===== config.mk =====
export PLATFORM = sky130hd
export DESIGN_NAME = branch_resolve
export DESIGN_NICKNAME = d
export VERILOG_FILES = /design/src/rtl/branch_resolve_pkg.sv /design/src/rtl/sat_counter.sv /design/src/rtl/branch_resolve.sv
export SDC_FILE = /design/constraint.sdc
export NUM_CORES = 1
export LEC_CHECK = 0
export ABC_AREA = 1
export BUFFER_PORTS_ARGS = -buffer_cell sky130_fd_sc_hd__buf_2
export CELL_PAD_IN_SITES_DETAIL_PLACEMENT = 1
export CELL_PAD_IN_SITES_GLOBAL_PLACEMENT = 1
export CORE_UTILIZATION = 40
export CTS_CLUSTER_SIZE = 25
export DETAILED_ROUTE_END_ITERATION = 10
export GPL_ROUTABILITY_DRIVEN = 1
export PLACE_DENSITY = 0.95
export SLEW_MARGIN = 30
export SYNTH_ARGS = -nofsm -noshare
export SYNTH_HDL_FRONTEND = slang
export SYNTH_SLANG_ARGS = --single-unit

===== constraint.sdc =====
create_clock -name CLK -period 11.9 [get_ports CLK]
set_clock_uncertainty 0.05 [all_clocks]
set_input_delay 3.57 -clock CLK [delete_from_list [all_inputs] [get_ports CLK]]
set_output_delay 3.57 -clock CLK [all_outputs]
set_load 0.005 [all_outputs]

===== src/rtl/branch_resolve_pkg.sv =====
// Shared types for the branch resolve / next-PC predictor update path.
package branch_resolve_pkg;
  localparam int PC_W  = 13;
  localparam int CNT_W = 16;

  typedef logic [PC_W-1:0] pc_t;

  typedef struct packed {
    logic v;
    pc_t  pc;
    pc_t  pred;
  } stage_t;

  function automatic pc_t pc_inc(input pc_t pc);
    return pc + pc_t'(1);
  endfunction
endpackage


===== src/rtl/sat_counter.sv =====
// Saturating event counter; sticks at all-ones instead of wrapping.
module sat_counter #(
  parameter int W = 16
) (
  input  logic         CLK,
  input  logic         RSTN,
  input  logic         inc,
  output logic [W-1:0] cnt
);
  always_ff @(posedge CLK) begin
    if (!RSTN)                cnt <= '0;
    else if (inc && cnt != '1) cnt <= cnt + W'(1);
  end
endmodule


===== src/rtl/branch_resolve.sv =====
// Carries fetched PCs and predictions through F->D->E, resolves the real next PC
// and raises single-cycle mispredict/flush pulses toward the next-PC predictor.
module branch_resolve #(
  parameter int CNT_W = branch_resolve_pkg::CNT_W
) (
  input  logic                              CLK,
  input  logic                              RSTN,
  input  logic                              stall,
  input  logic [branch_resolve_pkg::PC_W-1:0] pcF,
  input  logic                              hit_predict,
  input  logic [branch_resolve_pkg::PC_W-1:0] prepc,
  input  logic                              is_jalD,
  input  logic                              is_ctrlD,
  input  logic [branch_resolve_pkg::PC_W-1:0] immD,
  input  logic                              resolveE,
  input  logic                              takenE,
  input  logic [branch_resolve_pkg::PC_W-1:0] targetE,
  output logic [branch_resolve_pkg::PC_W-1:0] pcD,
  output logic [branch_resolve_pkg::PC_W-1:0] nextpcD,
  output logic                              fail_predictD,
  output logic [branch_resolve_pkg::PC_W-1:0] pcE,
  output logic [branch_resolve_pkg::PC_W-1:0] nextpcE,
  output logic                              fail_predictE,
  output logic                              flushD,
  output logic                              flushE,
  output logic [CNT_W-1:0]                  n_ctrl,
  output logic [CNT_W-1:0]                  n_miss
);
  import branch_resolve_pkg::*;

  stage_t fd, de;
  pc_t    predF, actD, actE;
  logic   rawD, ctrl_ev;

  always_comb begin
    predF = hit_predict ? prepc : pc_inc(pcF);
    actD  = is_jalD ? fd.pc + immD : pc_inc(fd.pc);
    actE  = takenE ? targetE : pc_inc(de.pc);
    rawD  = fd.v & ~is_ctrlD & (actD != fd.pred);
    // E is older, so its redirect wins; D stays quiet so the predictor sees one update
    fail_predictE = de.v & resolveE & (actE != de.pred) & ~stall;
    fail_predictD = rawD & ~fail_predictE & ~stall;
    flushD  = fail_predictD | fail_predictE;
    flushE  = fail_predictE;
    ctrl_ev = ~stall & ((de.v & resolveE) | (fd.v & is_jalD & ~fail_predictE));
  end

  always_ff @(posedge CLK) begin
    if (!RSTN) begin
      fd <= '0;
      de <= '0;
    end else if (!stall) begin
      fd <= '{v: ~flushD, pc: pcF, pred: predF};
      // a D-only miss lets the JAL itself advance into E
      de <= '{v: fd.v & ~flushE, pc: fd.pc, pred: fd.pred};
    end
  end

  assign pcD     = fd.pc;
  assign nextpcD = actD;
  assign pcE     = de.pc;
  assign nextpcE = actE;

  sat_counter #(.W(CNT_W)) u_ctrl_cnt (
    .CLK (CLK),
    .RSTN(RSTN),
    .inc (ctrl_ev),
    .cnt (n_ctrl)
  );

  sat_counter #(.W(CNT_W)) u_miss_cnt (
    .CLK (CLK),
    .RSTN(RSTN),
    .inc (fail_predictD | fail_predictE),
    .cnt (n_miss)
  );
endmodule

==> PnR_summary.wiki <==
{| class="wikitable"
! Metric !! Value
|-
| Total CTS buffers || 9
|-
| CTS sink cnt || 86
|-
| Top-count cell post-synth || nand2_1
|-
| Final net count || 1108
|-
| Final setup violation count || 0
|-
| Inserted Diodes || 0
|-
| Instance area after placement || 6395 sq um
|-
| Leak pwr || between 3 and 4 nW
|-
| Clock root cell || clkbuf_16
|-
| CP startpoint kind || input port
|-
| Number of hold buffers added after cts || 0
|-
| Final worst-path cycle share || around 84%
|-
| Total power draw || 0.7527 mW
|-
| Ys Warns || 0
|-
| Cell accounting for the most synthesized area || dfxtp_1
|-
| Peak VDD IR || 104.1 uV
|-
| Smallest setup slack after layout || 1914 ps
|-
| Starting utilization of the core area || about two fifths
|-
| Worst slack after detailed placement || 1928 ps
|-
| Post-synth EDFFs || 0
|-
| Tightest Hold Check Type || reg2reg
|-
| Remaining max-slew budget at the tightest pin || 52.33%
|-
| Overflow left after global routing || 0
|-
| Number of primary I/O pins || 148
|-
| H-tree levels || 3
|-
| Peak-usage layer in the global routing report || met2
|-
| Total Negative Setup Slacks || 0 ps
|-
| Slew @ Worst Pin || just over 700 ps
|-
| Data required time of the critical path || just over 8000 ps
|-
| TritonCTS clock tree || done
|-
| Post CTS Setup Buffer Count || 0
|-
| Routed wire length || 19.43 mm
|-
| Estimated wirelength of the detail-placed design || 14.88 mm
|-
| Area of the die || 14880 sq um
|-
| Clock transition at the register clock pins on the worst setup and hold paths after CTS || 60 ps
|-
| Unrepaired setup endpoints after global routing || no
|-
| Wire length of the first global-routing pass || between 30 and 40 mm
|-
| Critical path capture point type || output pin
|-
| Placer Congestion || between 0.8 and 0.9
|-
| Detail-routed via count per cell || 5.214
|-
| Layout cell share with drive strength beyond 1 || 18.26%
|-
| Primary flip-flop cell chosen by synthesis mapping || dfxtp_1
|-
| Hold Slack || 427.2 ps
|-
| Maximum fanout count along the critical path || 32
|-
| Filler cell count in the final layout || 1971
|-
| Final Hold Vio Count || 0
|-
| Die Y-Extent || 122.0 um
|-
| Later-pin clock latency in the skew report || approximately 350 ps
|-
| Total of buffers placed on input and output ports || around 150
|-
| Post-DR wirelength/cell || 15.99 um
|-
| Minimum clock period || approximately 10000 ps
|-
| Row cnt || 43
|-
| Horizontal extent of the die || 122.0 um
|-
| Arrival @ worst endpoint || 6370 ps
|-
| Placeable core region || ~14000 sq um
|-
| Vias after detailed routing || 6335
|-
| Number of cells upsized or downsized after cts || 0
|-
| Area delta synth->final || 15.97%
|-
| Largest net degree at the start of global routing || 76
|-
| DRT iter0 DRCs || 269
|-
| Total routing resource utilization after global routing || 26.74%
|-
| Number of unique standard cell types used by synthesis || 41
|-
| Met1 demand-to-capacity share in global routing || between 20 and 30%
|-
| Flops & latches, synth || 86
|-
| Remaining design rule violation count || 0
|-
| Share of the synthesized area in the top cell type || around 30%
|-
| Share of flip-flops with an asynchronous set or reset || 0%
|-
| GRT met3 Usage || 7.725%
|-
| Sequential-to-total area share from yosys stat || between 20% and 30%
|-
| Gate count of the mapped netlist || 926
|-
| Global routing usage on met2 || roughly 48%
|-
| Remaining antenna violation count || 0
|-
| Timing-limited maximum frequency || 0.1001 GHz
|-
| Outcome || completed
|-
| Path type of the worst setup path || in2out
|-
| Number of global-route vias before repair || 6181
|-
| Total of max-cap violations || 0
|-
| Most numerous cell types in the synthesized netlist || 221 x nand2_1, 126 x inv_1, 95 x nor2_1
|-
| Dominant cells by area after synthesis || dfxtp_1 30%, nand2_1 14%, inv_1 8.2%, nand3_1 7.6%, a21oi_1 6.9%
|-
| Cell Area, Synth || ~5800 sq um
|-
| Max Slew Vio Count || 0
|-
| CTS Buffer Depth || 2
|-
| Avg Cell Area, Syn || 6.218 sq um
|-
| P per Cell Area || approximately 110 nW/um^2
|-
| Pre-Repair DR Iteration Count || 5
|-
| Post-Syn Nets || 1003
|-
| Post-route design area || 6678 sq um
|-
| Initial antenna violation count || 0
|}
==> metrics by stage <==
stage,utilization (%),instances
6_report,47.74,1215
5_1_grt,47.74,1215
4_1_cts,47.74,1215
3_5_place_dp,45.72,1200
3_3_place_gp,45.72,1200
2_1_floorplan,-,926
==> path summary, 6_finish.rpt <==
path,to,depth (start not counted),startpoint,slack [ps]
worst min-delay path,de[26]$_SDFFE_PN0N_,2,de[26]$_SDFFE_PN0N_,430
worst min register to register,de[26]$_SDFFE_PN0N_,2,de[26]$_SDFFE_PN0N_,430
worst max register to register,u_miss_cnt.cnt[5]$_SDFFE_PN0P_,21,pcD[0]$_SDFFE_PN0N_,8840
worst max-delay path,flushD,18,is_jalD,1910
==> kinds of logic after synthesis <==
group / count (synthesis) / share of synthesized area (%)
compound gates: 167 / 15.60
xor+xnor: 13 / 1.977
fa+ha+maj: 17 / 3.824
buf+inv: 187 / 14.56
flops: 86 / 29.90
mux: 1 / 0.1956
simple gates: 455 / 33.94
==> sequential cells by signal (all words and copies together) (netlist names) <==
signal	count
pcE	13
pcD	13
de	14
u_miss_cnt.cnt	16
fd	14
u_ctrl_cnt.cnt	16
==> power breakdown <==
part | leakage (nW) | internal [mW] | total, mW | switching (mW)
logic | 2.59 | 0.0569 | 0.152 | 0.0950
clock network | 0.133 | 0.162 | 0.284 | 0.122
registers | 0.706 | 0.301 | 0.316 | 0.0150
total | 3.43 | 0.521 | 0.753 | 0.232
==> critical path, stage by stage <==
cell and delay [ps]:
buf_2 260, inv_1 100, or2_2 280, ha_1 230
inv_1 80, fa_1 440, xor2_1 140, nand2_1 60
nor2_1 100, nand3_1 80, nor2_1 100, nand3_1 70
nor2_1 90, nand3_1 80, nor2_2 210, o21ai_4 60
buf_4 230, buf_2 170
==> layer usage <==
layer	share of wire (%)	up-vias	routed length, um
li1	-	3161	-
met1	41	2991	7948
met2	51	156	9813
met3	6.2	27	1210
met4	2.3	0	451
met5	0	-	0
==> area by class of cell <==
cell class / count / area (sq um) / area share, %
multi-input cells: 653 / 3198 / 47.89
flip-flops and latches: 86 / 1722 / 25.78
repair buffers: 150 / 758.2 / 11.35
inverters: 131 / 491.7 / 7.364
clock buffers: 12 / 236.5 / 3.541
well taps: 180 / 225.2 / 3.373
clock inverters: 3 / 46.29 / 0.6933
==> cell usage in the layout, fill, tap and decap left out, types with 2 or more instances in the layout <==
cell and count:
a21oi_1 79, buf_2 147, buf_4 3, clkbuf_1 3
clkbuf_16 9, clkinv_1 2, dfxtp_1 86, ha_1 16
inv_1 126, inv_2 3, nand2_1 221, nand2_2 5
nand3_1 87, nand3b_1 7, nand4_1 5, nor2_1 95
nor2_2 3, nor3_1 14, nor3_2 2, nor3b_1 3
nor4_1 4, o21ai_0 74, o21bai_1 3, or2_2 7
xnor2_1 4, xor2_1 9
No activity file was read; power rests on OpenSTA's default activity.
